### src/rtl/rand_pack_pkg.sv
// Shared constants and types for the random-symbol byte packer.
package rand_pack_pkg;

  localparam int unsigned SYM_W  = 2;
  localparam int unsigned BYTE_W = 8;
  // Bit-count register is wide enough to hold BYTE_W itself before wrap.
  localparam int unsigned CNT_W  = $clog2(BYTE_W) + 1;

  // Von Neumann symbol codes; 00 and 11 carry no usable bit.
  localparam logic [SYM_W-1:0] VN_ONE  = 2'b10;
  localparam logic [SYM_W-1:0] VN_ZERO = 2'b01;

  localparam logic [BYTE_W-1:0] DROP_MAX = 8'hFF;

  typedef enum logic {
    MODE_RAW = 1'b0,
    MODE_VN  = 1'b1
  } pack_mode_e;

endpackage

### src/rtl/rand_fifo.sv
// Synchronous byte FIFO; push and pop may coincide, including at full.
module rand_fifo
  import rand_pack_pkg::*;
#(
  parameter int unsigned DEPTH = 4
) (
  input  logic                     i_clk,
  input  logic                     i_reset_n,
  input  logic                     i_push,
  input  logic [BYTE_W-1:0]        i_data,
  input  logic                     i_pop,
  output logic [BYTE_W-1:0]        o_data,
  output logic                     o_full,
  output logic                     o_empty,
  output logic [$clog2(DEPTH):0]   o_count
);

  localparam int unsigned AW = $clog2(DEPTH);
  localparam int unsigned CW = AW + 1;

  logic [BYTE_W-1:0] mem_q [DEPTH];
  logic [AW-1:0]     rd_ptr_q, rd_ptr_d;
  logic [AW-1:0]     wr_ptr_q, wr_ptr_d;
  logic [CW-1:0]     count_q, count_d;
  logic              pop_ok, push_ok;

  assign o_empty = (count_q == '0);
  assign o_full  = (count_q == CW'(DEPTH));
  assign o_count = count_q;
  // Head byte straight from registered storage; zero when nothing is held.
  assign o_data  = o_empty ? '0 : mem_q[rd_ptr_q];

  // Qualify handshakes and compute next pointer/occupancy values.
  always_comb begin
    pop_ok   = i_pop && !o_empty;
    push_ok  = i_push && (!o_full || pop_ok);
    rd_ptr_d = pop_ok  ? AW'(rd_ptr_q + 1'b1) : rd_ptr_q;
    wr_ptr_d = push_ok ? AW'(wr_ptr_q + 1'b1) : wr_ptr_q;
    count_d  = CW'(count_q + CW'(push_ok) - CW'(pop_ok));
  end

  // Pointer and occupancy registers.
  always_ff @(posedge i_clk) begin
    if (!i_reset_n) begin
      rd_ptr_q <= '0;
      wr_ptr_q <= '0;
      count_q  <= '0;
    end else begin
      rd_ptr_q <= rd_ptr_d;
      wr_ptr_q <= wr_ptr_d;
      count_q  <= count_d;
    end
  end

  // Storage array; contents are only meaningful behind valid pointers.
  always_ff @(posedge i_clk) begin
    if (push_ok) begin
      mem_q[wr_ptr_q] <= i_data;
    end
  end

endmodule

### src/rtl/rand_byte_packer.sv
// Packs 2-bit random symbols (raw or von Neumann debiased) into bytes, MSB first,
// buffered in a FIFO with sticky overflow and a saturating drop counter.
module rand_byte_packer
  import rand_pack_pkg::*;
#(
  parameter int unsigned DEPTH = 4
) (
  input  logic                   i_clk,
  input  logic                   i_reset_n,
  input  logic                   i_r_valid,
  input  logic [SYM_W-1:0]       i_r,
  input  logic                   i_debias,
  output logic [BYTE_W-1:0]      o_data,
  output logic                   o_valid,
  input  logic                   i_ready,
  output logic [$clog2(DEPTH):0] o_count,
  output logic                   o_overflow,
  output logic [BYTE_W-1:0]      o_drop_cnt
);

  logic [BYTE_W-1:0] sh_q, sh_d;
  logic [CNT_W-2:0]  bit_cnt_q, bit_cnt_d;
  logic [CNT_W-1:0]  cnt_next;
  pack_mode_e        mode_q, mode_m;
  logic              push_c;
  logic              drop_c;
  logic              overflow_q;
  logic [BYTE_W-1:0] drop_cnt_q;
  logic              fifo_full, fifo_empty;

  // Packer next state: mode is latched at the start of each byte.
  always_comb begin
    mode_m   = (bit_cnt_q == '0) ? pack_mode_e'(i_debias) : mode_q;
    sh_d     = sh_q;
    cnt_next = CNT_W'(bit_cnt_q);
    push_c   = 1'b0;
    if (i_r_valid) begin
      if (mode_m == MODE_RAW) begin
        sh_d     = {sh_q[BYTE_W-SYM_W-1:0], i_r};
        cnt_next = CNT_W'(cnt_next + CNT_W'(SYM_W));
      end else if (i_r == VN_ONE) begin
        sh_d     = {sh_q[BYTE_W-2:0], 1'b1};
        cnt_next = CNT_W'(cnt_next + 1'b1);
      end else if (i_r == VN_ZERO) begin
        sh_d     = {sh_q[BYTE_W-2:0], 1'b0};
        cnt_next = CNT_W'(cnt_next + 1'b1);
      end
    end
    if (cnt_next == CNT_W'(BYTE_W)) begin
      push_c    = 1'b1;
      bit_cnt_d = '0;
    end else begin
      bit_cnt_d = cnt_next[CNT_W-2:0];
    end
  end

  // A completed byte is lost only if the FIFO is full and not popping this edge.
  assign drop_c = push_c && fifo_full && !(i_ready && !fifo_empty);

  // Packer and overflow accounting registers.
  always_ff @(posedge i_clk) begin
    if (!i_reset_n) begin
      sh_q       <= '0;
      bit_cnt_q  <= '0;
      mode_q     <= MODE_RAW;
      overflow_q <= 1'b0;
      drop_cnt_q <= '0;
    end else begin
      sh_q      <= sh_d;
      bit_cnt_q <= bit_cnt_d;
      mode_q    <= mode_m;
      if (drop_c) begin
        overflow_q <= 1'b1;
        if (drop_cnt_q != DROP_MAX) begin
          drop_cnt_q <= BYTE_W'(drop_cnt_q + 1'b1);
        end
      end
    end
  end

  rand_fifo #(
    .DEPTH (DEPTH)
  ) u_fifo (
    .i_clk     (i_clk),
    .i_reset_n (i_reset_n),
    .i_push    (push_c),
    .i_data    (sh_d),
    .i_pop     (i_ready),
    .o_data    (o_data),
    .o_full    (fifo_full),
    .o_empty   (fifo_empty),
    .o_count   (o_count)
  );

  assign o_valid    = !fifo_empty;
  assign o_overflow = overflow_q;
  assign o_drop_cnt = drop_cnt_q;

endmodule

### config.mk
export PLATFORM = sky130hd
export DESIGN_NAME = rand_byte_packer
export DESIGN_NICKNAME = d
export VERILOG_FILES = /design/src/rtl/rand_pack_pkg.sv /design/src/rtl/rand_fifo.sv /design/src/rtl/rand_byte_packer.sv
export SDC_FILE = /design/constraint.sdc
export NUM_CORES = 1
export LEC_CHECK = 0
export ABC_AREA = 1
export ABC_CLOCK_PERIOD_IN_PS = 2400
export CAP_MARGIN = 20
export CELL_PAD_IN_SITES_DETAIL_PLACEMENT = 1
export CELL_PAD_IN_SITES_GLOBAL_PLACEMENT = 2
export CORE_MARGIN = 1
export CORE_UTILIZATION = 25
export CTS_BUF_LIST = sky130_fd_sc_hd__clkbuf_8 sky130_fd_sc_hd__clkbuf_16
export DETAILED_ROUTE_END_ITERATION = 12
export PLACE_DENSITY_LB_ADDON = 0.25
export SYNTH_ARGS = -nofsm -noshare
export SYNTH_HDL_FRONTEND = slang
export SYNTH_SLANG_ARGS = --single-unit
### constraint.sdc
create_clock -name i_clk -period 2.4 [get_ports i_clk]
set_clock_uncertainty 0.1 [all_clocks]
set_input_delay 0.48 -clock i_clk [delete_from_list [all_inputs] [get_ports i_clk]]
set_output_delay 0.48 -clock i_clk [all_outputs]
set_load 0.02 [all_outputs]
# == Yosys cells after proc, flatten, opt, wreduce, memory -nomap -nowiden ==
# Memories as Yosys holds them, arrays and structs flattened. A register that Yosys moved wholly into a read port is not among the register bits.
# Cells that the tools add are included.
# classes
addsub,7
n_mul,0
div_mod_pow,0
magnitude_cmp,0
eq_ne,5
shift,0
mux,15
bitwise,1
reduce_logical,12
# op_table
operator,n
$mux 8,5
$mux 4,4
$add 8x1->8 const B,1
$ne 8x8->1 const B,1
$logic_not 3->1,2
$add 2x1->2 const B,2
$add 3x1->4 const B,1
$add 3x2->4 const B,1
$eq 4x4->1 const B,1
$logic_and 1x1->1,4
$mux 1,4
$mux 2,2
$add 3x1->3,1
$eq 3x3->1 const B,1
$logic_not 1->1,3
$sub 3x1->3,1
$eq 2x1->1 const B,1
$eq 2x2->1 const B,1
$reduce_and 2->1,1
$reduce_or 2->1,1
$logic_or 1x1->1,1
$not 1->1,1
# word_totals
reg_bits,28
latchBits,0
ramBits,32
romBits,0
in_bits,7
output_inout_bits,21
wordCells,49
n_memories,1
# mem_list
name,words,word_bits,read_ports,rd_ports_with_merged_regs,wr,line_no,source
u_fifo.mem_q,4,8,1,1,1,rand_fifo.sv:21,logic [BYTE_W-1:0] mem_q [DEPTH];

# == Depth between registers and ports, before layout ==
# logic_depth
depth_word,10
ltp_mapped,19
mapped_depth_nobuf,19

# == Cells and area by module ==
# A second synthesis with hierarchy kept.
# unflattened
cells_unflattened,341
hier_area_um2,3134.3
# by_module_without_submodules
mod,instances,cells_each,area_per_inst_um2,seq_area_each_um2
rand_fifo,1,163,1825.5,1141.1
rand_byte_packer,1,178,1308.8,420.4

# == Worst setup path before layout ==
# No wires, ideal clock.
# synth_timing
path_kind,register to register
startpoint,register bit_cnt_q[0]
endpoint,"register u_fifo.count_q[2], in the netlist u_fifo.o_count[2]"
setup_time_ns,0.133
arrival_ns,2.397
required_ns,2.167
slack_ns,-0.230
path_stages_with_launch,20
path_buffers,0
period_less_slack_ns,2.630
cell_sequence,dfxtp_1 inv_1 ha_1 nand2_1 nand2_2 nand2_4 nand3_1 nand2_1 nand2_1 inv_2 nand2_1 nor2_2 nand2_2 inv_1 ha_1 inv_1 fa_1 xor2_1 o21ai_0 a21oi_1
# synth_via
elab_chain_cells,10
word_cells_on_any_way,13
cone_classes,4 x add/sub; 1 x eq/ne; 6 x mux; 2 x reduce/logical
# synth_lines
element,line_no,source
from (decl),rand_byte_packer.sv:22,"logic [CNT_W-2:0] bit_cnt_q, bit_cnt_d;"
from (signal assigned),rand_byte_packer.sv:70,bit_cnt_q <= bit_cnt_d;
$add 3x1->4,"rand_byte_packer.sv:43, rand_byte_packer.sv:46",
$mux 4,rand_byte_packer.sv:44,end else if (i_r == VN_ZERO) begin
$mux 4,rand_byte_packer.sv:41,end else if (i_r == VN_ONE) begin
$mux 4,rand_byte_packer.sv:38,if (mode_m == MODE_RAW) begin
$mux 4 *,rand_byte_packer.sv:37,if (i_r_valid) begin
$eq 4x4->1 *,rand_byte_packer.sv:49,if (cnt_next == CNT_W'(BYTE_W)) begin
$mux 1 *,rand_byte_packer.sv:49,
$logic_and 1x1->1 *,rand_fifo.sv:36,push_ok = i_push && (!o_full || pop_ok);
via u_fifo.push_ok,rand_fifo.sv:25,"logic pop_ok, push_ok;"
$add 3x1->3 *,rand_fifo.sv:39,count_d = CW'(count_q + CW'(push_ok) - CW'(pop_ok));
$sub 3x1->3 *,rand_fifo.sv:39,
to (signal assigned),rand_fifo.sv:51,count_q <= count_d;
to (decl),rand_fifo.sv:24,"logic [CW-1:0] count_q, count_d;"
# The timed path passes the listed nets; every way through them passes the cells marked *.
# A chain may end at the register's enable or synchronous reset.

# == Worst setup path in the final report ==
# layout_timing
startpoint,register bit_cnt_q[1]
endpoint,"register u_fifo.count_q[2], in the netlist u_fifo.o_count[2]"
# The elaborated chain is that of the path after synthesis.

==> flow_metrics.py <==
metrics = {
    "clock_tree": {
        "cts_tree": "done",
        "numCtsBuffers": 9,
        "clkLatencyLatePin_ps": 330,
        "clk_path_buf_depth": 2,
        "cts_sinks": 62,
        "cts_root_buffer": "clkbuf_16",
        "clk_pin_slew_worst_paths_ps": 50,
        "hold_buffers": 0,
        "htree_levels": 3,
    },
    "global_routing": {
        "use_met3_pct": 3.57,
        "grt_max_degree": 17,
        "grt_pass1_wl_um": 12100,
        "gr-total-overflow": 0,
        "grt_pass1_vias": 2461,
        "grt_antenna_before_repair": 0,
        "use_met2_pct": 20.5,
        "grt_util_all_layers_pct": 12.8,
        "grt_use_met1_pct": 16.0,
        "grt_busiest_layer": "met2",
    },
    "route": {
        "wl_um": 7450,
        "firstDrtPassIters": 4,
        "drt-initial-drc-count": 91,
        "vias": 2460,
        "via_per_inst": 4.51,
        "ant_nets": 0,
        "wl_per_cell_um": 13.7,
        "drc": 0,
    },
    "timing": {
        "worstMarginPinSlew_ps": 400,
        "finalCriticalPeriod_ps": 2500,
        "slew_headroom_pct": 73.2,
        "final-setup-viol-count": 1,
        "fin_crit_sh_pct": 104,
        "hold_viol_final": 0,
        "setup_slack_ps": -98.8,
        "fmax_mhz": 400,
        "drv_slew": 0,
        "grt_setup_unrepaired": "true",
    },
    "worst_setup_path": {
        "path_buf_inv": 4,
        "max_stage_delay_ps": 360,
        "cpMaxStageDelayCell": "fa_2",
        "worst_setup_path_end_kind": "register",
        "arrival_ps": 2610,
        "required_ps": 2510,
        "start_kind": "register",
        "path_common_cell": "inv_2",
        "crit_family": "adder cells",
        "critical_path.cell_chain": "buf_4 > ha_4 > nand3b_1 > nand2_1 > inv_2 > nand2_2 > nand3_2 > nor2_4 > nand2_4 > inv_2 > ha_4 > inv_2 > fa_2 > xor2_2 > o21ai_1 > a21oi_1",
        "path_class": "reg2reg",
        "path_max_fanout": 2,
    },
    "logic_synthesis": {
        "avgSynthCellArea_um2": 9.03,
        "synth_area_um2": 2950,
        "synth_seq_area_share_pct": 53.0,
        "synth_top_area_share_pct": 32.6,
        "yosysMostFrequentCell": "nor2_1",
        "syn-num-nets": 344,
        "synth-seq-cells": 62,
        "async_reset_ff_share_pct": 0,
        "synthTopCellsByCount": "nor2_1, nand2_1, edfxtp_1",
        "synthTopCellsByArea": "edfxtp_1, dfxtp_1, nor2_1",
        "ys_types": 34,
        "yosysTopAreaCell": "edfxtp_1",
        "synth-main-ff-cell": "edfxtp_1",
        "synth_edf_count": 32,
        "postSynthCellCount": 326,
        "ys_warn_count": 0,
    },
    "cells_and_area": {
        "diodes": 0,
        "area_delta_synth_final_pct": 38.2,
        "fillers": 1316,
        "finalNetCount": 415,
        "drive_gt1_share_pct": 26.9,
    },
    "floorplan": {
        "num_rows": 39,
        "core-area_um2": 11500,
        "die_w_um": 111,
        "initial_core_util_pct": 25.7,
        "ioPinCount": 28,
        "die_h_um": 111,
        "die_area_um2": 12200,
    },
    "placed_design": {
        "pre_cts_ws_ps": -553,
        "io_buffer_count": 27,
        "place_hpwl_um": 5180,
        "gp_congestion": 0.737,
    },
    "run": {
        "maxCapViolCount": 0,
    },
    "power": {
        "p_leak_nw": 1.58,
        "power_density_nw_per_um2": 856,
        "vdd_drop_max_mv": 0.542,
        "fin_total_pwr_mw": 3.48,
    },
    "outcome": {
        "violations": "setup timing",
        "status": "finished with violations",
    },
    "worst_hold_path": {
        "hold_path_class": "reg2reg",
    },
}
[power by group]
| part | switching, mW | internal, mW |
|---|---|---|
| clock | 0.485 | 0.699 |
| combinational | 0.638 | 0.434 |
| sequential | 0.0561 | 1.17 |
| total | 1.18 | 2.30 |
[logic make-up (layout without fill, tap and decap cells)]
| logic type | count (synthesis) | count (layout) | share of synthesized area, % |
|---|---|---|---|
| compound gates | 56 | 56 | 10.5 |
| fa+ha+maj | 11 | 11 | 4.93 |
| buf+inv | 46 | 122 | 6.33 |
| flops | 62 | 62 | 53.0 |
| xor+xnor | 7 | 7 | 2.08 |
| simple gates | 144 | 144 | 23.2 |
[worst paths after layout]
kind / from / to / slack, ps / cells past startpoint
max: bit_cnt_q[1] / u_fifo.o_count[2] / -100 / 16
min: u_fifo.rd_ptr_q[1] / register / 370 / 2
max reg2reg: bit_cnt_q[1] / u_fifo.o_count[2] / -100 / 16
min reg2reg: u_fifo.rd_ptr_q[1] / register / 370 / 2
[per-layer routing]
metal  share of wire (%)  up-vias  routed length (um)
met5                   0        -                   0
met4                 1.8        0                 133
met3                 3.8       11                 280
met2                  47       41                3530
met1                  47     1166                3510
li1                    -     1242                   -
[registers in the layout (all words and copies together) (netlist names), named ones only]
signal           flops
o_overflow           1
u_fifo.wr_ptr_q      2
u_fifo.mem_q        32
u_fifo.o_count       3
o_drop_cnt           8
bit_cnt_q            3
u_fifo.rd_ptr_q      2
sh_q                 8
mode_q               1
[repair_timing]
item / 4_1_cts / 5_1_grt
gates cloned: 0 / 1
setup endpoints to repair: 11 / 29
setup buffers: 3 / 3
pin swaps: 6 / 7
resized for setup: 18 / 21
[placed cells by master (no fill, tap or decap), types with 5 or more instances in the layout]
cell and instances:
nand2_4 6, xor2_1 5, inv_2 11, edfxtp_1 32, o21ai_0 17, nor2_1 47
nand3_2 6, a21oi_1 22, nand3_1 18, buf_4 39, clkdlybuf4s50_1 14, dfxtp_1 26
a31oi_1 8, nand2_1 40, inv_1 23, clkbuf_16 9, nand2_2 7, dlygate4sd2_1 13
ha_1 6, nand4_1 9
[layout make-up]
| cell class | instances | area, um2 | area share (%) |
|---|---|---|---|
| multi-input combinational | 218 | 1330 | 32.7 |
| tap | 143 | 179 | 4.39 |
| sequential | 62 | 1570 | 38.5 |
| timing repair buffer | 68 | 569 | 14.0 |
| clock buffer | 9 | 225 | 5.53 |
| timing repair inverter | 1 | 7.51 | 0.184 |
| inverter | 37 | 143 | 3.50 |
| clock inverter | 7 | 48.8 | 1.20 |
[worst reg2reg max path, delay by kind of cell (launching register included)]
family / cells / cell delay (ps)
AO/OA/AOI/OAI: 2 / 200
XOR/XNOR: 1 / 160
adder cells (fa/ha/maj): 3 / 690
buffers and inverters: 4 / 280
flip-flops: 1 / 320
AND/OR/NAND/NOR: 6 / 620
[stage by stage]
stage	TNS, ps	std cells	utilization [%]	hold slack [ps]	cell area, um2
4_1_cts	-106	541	34.5	378	3960
2_1_floorplan	0	326	-	336	2990
3_3_place_gp	-9960	522	31.8	354	3650
5_1_grt	-322	545	35.5	396	4070
6_report	-98.8	545	35.5	369	4070
3_5_place_dp	-12270	522	31.8	367	3650
Note: power is estimated with default switching activity, not from simulation.
